===== src/rtl/mmv_march_c_ram_tester.sv =====
// mmv_march_c_ram_tester: runs a March C- test over the whole address space of an MMV slave
// and reports mismatching reads and completion as one-cycle pulses.
module mmv_march_c_ram_tester #(
   parameter int AWIDTH = 4,
   parameter int DWIDTH = 16
) (
   input  logic              clk,
   input  logic              reset,
   input  logic              clear,
   input  logic              start,
   output logic              ready,
   output logic              fault,
   output logic              done,
   output logic [AWIDTH-1:0] m_addr,
   output logic              m_wreq,
   output logic [DWIDTH-1:0] m_wdat,
   output logic              m_rreq,
   input  logic [DWIDTH-1:0] m_rdat,
   input  logic              m_rval,
   input  logic              m_busy
);
   typedef enum logic [2:0] {IDLE, WRITE, READ, WAIT, DONE} state_t;
   state_t state, state_nxt;
   logic [2:0] elem, elem_nxt;
   logic [AWIDTH-1:0] addr, addr_nxt;
   logic desc, at_end, adv, miss;
   logic [DWIDTH-1:0] rpat;
   // E3 and E4 walk downwards; every other element walks upwards
   assign desc = elem == 3'd3 || elem == 3'd4;
   assign at_end = desc ? addr == '0 : addr == '1;
   assign rpat = (elem == 3'd2 || elem == 3'd4) ? '1 : '0;
   assign miss = state == WAIT && m_rval && m_rdat != rpat && !clear;

   always_ff @(posedge clk or negedge reset)
      if (!reset) begin
         state <= IDLE;
         elem <= '0;
         addr <= '0;
         fault <= 1'b0;
      end else begin
         state <= state_nxt;
         elem <= elem_nxt;
         addr <= addr_nxt;
         fault <= miss;
      end

   always_comb begin
      state_nxt = state;
      elem_nxt = elem;
      addr_nxt = addr;
      adv = 1'b0;
      case (state)
         IDLE: if (start) begin
            state_nxt = WRITE;
            elem_nxt = '0;
            addr_nxt = '0;
         end
         WRITE: adv = !m_busy;
         READ: state_nxt = m_busy ? READ : WAIT;
         WAIT: begin
            adv = m_rval && elem == 3'd5;
            state_nxt = (m_rval && elem != 3'd5) ? WRITE : WAIT;
         end
         default: state_nxt = IDLE;
      endcase
      // the write (or E5's read) closes one address; wrap only at element boundaries
      if (adv) begin
         if (!at_end) begin
            addr_nxt = desc ? addr - AWIDTH'(1) : addr + AWIDTH'(1);
            state_nxt = elem == 3'd0 ? WRITE : READ;
         end else if (elem == 3'd5)
            state_nxt = DONE;
         else begin
            elem_nxt = elem + 3'd1;
            addr_nxt = (elem == 3'd2 || elem == 3'd3) ? '1 : '0;
            state_nxt = READ;
         end
      end
      if (clear) state_nxt = IDLE;
   end

   always_comb begin
      ready = state == IDLE;
      done = state == DONE;
      m_wreq = state == WRITE;
      m_rreq = state == READ;
      m_addr = addr;
      m_wdat = (elem == 3'd1 || elem == 3'd3) ? '1 : '0;
   end
endmodule


===== config.mk =====
export PLATFORM = sky130hd
export DESIGN_NAME = mmv_march_c_ram_tester
export DESIGN_NICKNAME = d
export VERILOG_FILES = /design/src/rtl/mmv_march_c_ram_tester.sv
export SDC_FILE = /design/constraint.sdc
export NUM_CORES = 1
export LEC_CHECK = 0
export CORE_MARGIN = 2
export CORE_UTILIZATION = 35
export CTS_CLUSTER_SIZE = 12
export DETAILED_ROUTE_END_ITERATION = 6
export PLACE_DENSITY = 0.73
export SLEW_MARGIN = 5
export SYNTH_ARGS = -nofsm -noshare
export SYNTH_HDL_FRONTEND = slang
export SYNTH_SLANG_ARGS = --single-unit

===== constraint.sdc =====
create_clock -name clk -period 3.1 [get_ports clk]
set_input_delay 0.62 -clock clk [delete_from_list [all_inputs] [get_ports clk]]
set_output_delay 0.62 -clock clk [all_outputs]
set_load 0.05 [all_outputs]

==> results.sh <==
export IMPL_cts_tree="done"
export IMPL_route_detailed_drc=0
export IMPL_setup_tns_ps=0
export IMPL_grt_pass1_wl_um=4020
export IMPL_layout_setup_ws_ps=153
export IMPL_dp_slack_ps=436
export IMPL_ioPinCount=47
export IMPL_worstPathRequired_ps=2480
export IMPL_power_share_switching_pct=32.0
export IMPL_async_flop_share_pct=100
export IMPL_clkPwrFrac_pct=26.9
export IMPL_hold_depth=1
export IMPL_vdd_drop_max_uv=110
export IMPL_grt_max_degree=17
export IMPL_antennaDiodeCount=0
export IMPL_skew_ps=14.7
export IMPL_via_per_inst=5.47
export IMPL_max_stage_delay_ps=890
export IMPL_r2r_end="m_addr[3]$_DFF_PN0_"
export IMPL_ys_warn_count=0
export IMPL_setup_viol=0
export IMPL_placed_cell_area_um2=1420
export IMPL_ys_flop_type="dfrtp_1"
export IMPL_syn_to_final_growth_pct=36.6
export IMPL_worstMarginPinSlew_ps=514
export IMPL_cp_slowest_cell="clkdlybuf4s50_1"
export IMPL_dieArea_um2=3480
export IMPL_worstSetupStartpointType="flop"
export IMPL_regToRegSetupSlack_ps=750
export IMPL_synth_edf_count=0
export IMPL_drt_pass1_iter_count=4
export IMPL_synthCells=115
export IMPL_avgRoutedWirePerCell_um=13.0
export IMPL_min_period_over_period_pct=95.1
export IMPL_dp_hpwl_um=1920
export IMPL_synthTopCellsByArea="dfrtp_1 (26%), buf_4 (11%), ha_1 (8.3%), nor4_1 (4.1%), nand4_1 (3.5%)"
export IMPL_syn_area_um2=1060
export IMPL_fillers=264
export IMPL_wirelength_um=2310
export IMPL_min_to="elem[0]$_DFF_PN0_"
export IMPL_start_util_pct=37.8
export IMPL_root_buffer="clkbuf_4"
export IMPL_multi_input_area_um2=623
export IMPL_period_minus_slack_ps=2950
export IMPL_yosysUniqueCellTypes=38
export IMPL_clk_path_buf_depth=2
export IMPL_switchingPower_uw=116
export IMPL_grt_util_all_layers_pct=14.8
export IMPL_dp_cells=174
export IMPL_synth_nets=145
export IMPL_regArea_um2=275
export IMPL_globalRouteOverflowTotal=0
export IMPL_drv_cap=0
export IMPL_p_per_area_nw_per_um2=251
export IMPL_cts_setup_buffers=0
export IMPL_cts_resized=0
export IMPL_coreArea_um2=2810
export IMPL_crit_fanout=16
export IMPL_netlist_area_leader_share_pct=26.0
export IMPL_synth_commonest_cells="buf_4 (15), dfrtp_1 (11), nand2_1 (9)"
export IMPL_hold_start="elem[0]$_DFF_PN0_"
export IMPL_synth_seq_cells=11
export IMPL_postRouteAntennaNets=0
export IMPL_die_width_um=59.0
export IMPL_gp_congestion=0.772
export IMPL_drt_iter0_drc=57
export IMPL_hold_path_class="flop to flop"
export IMPL_cp_arrival_ps=2330
export IMPL_seqPwrFrac_pct=44.1
export IMPL_avgSynthCellArea_um2=9.22
export IMPL_num_rows=19
export IMPL_synth_seq_area_share_pct=26.0
export IMPL_worstSetupPathType="flop to output port"
export IMPL_synth_top_area_cell="dfrtp_1"
export IMPL_p_int_uw=247
export IMPL_nets=178
export IMPL_layout_drive_gt1_share_pct=10.9
export IMPL_leakage_uw=0.000573
export IMPL_drv_slew=0
export IMPL_port_buffer_count=46
export IMPL_num_vias=973
export IMPL_hold_viol_final=0
export IMPL_cts_hold_buf=0
export IMPL_clock_sinks=11
export IMPL_relSlewSlack_pct=65.6
export IMPL_combPwrFrac_pct=29.0
export IMPL_postLayoutCellArea_um2=1450
export IMPL_yosysMostFrequentCell="buf_4"
export IMPL_rsz0062_at_grt="no"
export IMPL_grt_pass1_vias=981
export IMPL_max_freq_mhz=339
export IMPL_path_clk_slew_ps=80
export IMPL_status="finished clean"
export IMPL_totalPowerFinal_uw=364
export IMPL_die_y_um=59.0
export IMPL_antenna_found_initial=0
export IMPL_path_cells="inv_1, ha_1, a21o_1, clkdlybuf4s50_1"
export IMPL_critPathCaptureType="output port"
export IMPL_h_tree_depth=1
export IMPL_insertion_delay_ps=270
export IMPL_reg2regPathDepth=9
export IMPL_fin_cells=178
export IMPL_r2r_start="elem[0]$_DFF_PN0_"
export IMPL_numCtsBuffers=3
[power by group through the flow]
stage	clock network [uW]	logic (uW)	registers (uW)
after floorplan	0	41.5	174
after global placement	0	104	163
after detailed placement	0	106	163
after CTS	103	106	160
after global routing	112	113	162
final	98.0	105	160
[critical path: cells and delay by family, from the launching register on]
family          cells  cell delay (ps)
compound gates      1              390
fa+ha+maj           1              230
buf+inv             2             1010
flops               1              420
[through the flow]
step	utilization [%]	hold slack, ps
after floorplan	-	324
after global placement	50.6	539
after detailed placement	50.6	567
after CTS	51.6	579
after global routing	51.6	628
final	51.6	575
[state kept, by name (all words and copies together), names as in the netlist]
signal,cells
fault,1
elem,3
m_addr,4
state,3
[worst max path at each step]
stage | end | start | cells after the start | slack [ps]
6_report | m_wdat[7] | elem[1]$_DFF_PN0_ | 4 | 150
5_1_grt | m_wdat[15] | elem[1]$_DFF_PN0_ | 4 | 10
4_1_cts | m_wdat[5] | elem[1]$_DFF_PN0_ | 4 | 120
3_3_place_gp | m_wdat[10] | elem[1]$_DFF_PN0_ | 4 | 550
3_5_place_dp | m_wdat[5] | elem[1]$_DFF_PN0_ | 4 | 440
2_1_floorplan | m_wreq | state[0]$_DFFE_PN0P_ | 3 | 630
[metal layers]
layer / vias to the layer above / routed length [um] / track usage [%]
met5: - / 0 / 0
met1: 447 / 1080 / 18.8
met2: 45 / 1050 / 24.3
li1: 477 / - / -
met3: 4 / 150 / 2.84
met4: 0 / 21 / 6.49
[cell type report]
| cell class | instances | area share [%] |
|---|---|---|
| multi-input cells | 80 | 43.0 |
| inverters | 6 | 1.56 |
| flip-flops and latches | 11 | 19.0 |
| repair buffers | 46 | 31.8 |
| well taps | 31 | 2.68 |
| clock buffers | 3 | 1.56 |
| clock inverters | 1 | 0.346 |
[layout by cell type (no fill, tap or decap), types with 2 or more instances in the layout]
master / netlist / routed
clkdlybuf4s50_1: 0 / 46
a21o_1: 3 / 3
dfrtp_1: 11 / 11
nand4_1: 6 / 6
nand3_1: 3 / 3
o2bb2ai_1: 2 / 2
ha_1: 7 / 7
mux2_2: 2 / 2
nor3_1: 3 / 3
nor4_1: 7 / 7
nand2_1: 9 / 9
a2111oi_2: 2 / 2
nor2_1: 4 / 4
a21oi_1: 5 / 5
clkbuf_4: 0 / 3
o21ai_0: 7 / 7
inv_1: 6 / 6
[cell families after synthesis]
family,count (synthesis),synth area share [%]
AND/OR/NAND/NOR,40,21.6
flip-flops,11,26.0
multiplexers,5,6.61
AO/OA/AOI/OAI,26,19.6
adder cells (fa/ha/maj),8,10.2
XOR/XNOR,1,0.827
buffers and inverters,24,15.2
No activity file was read; power rests on OpenSTA's default activity.
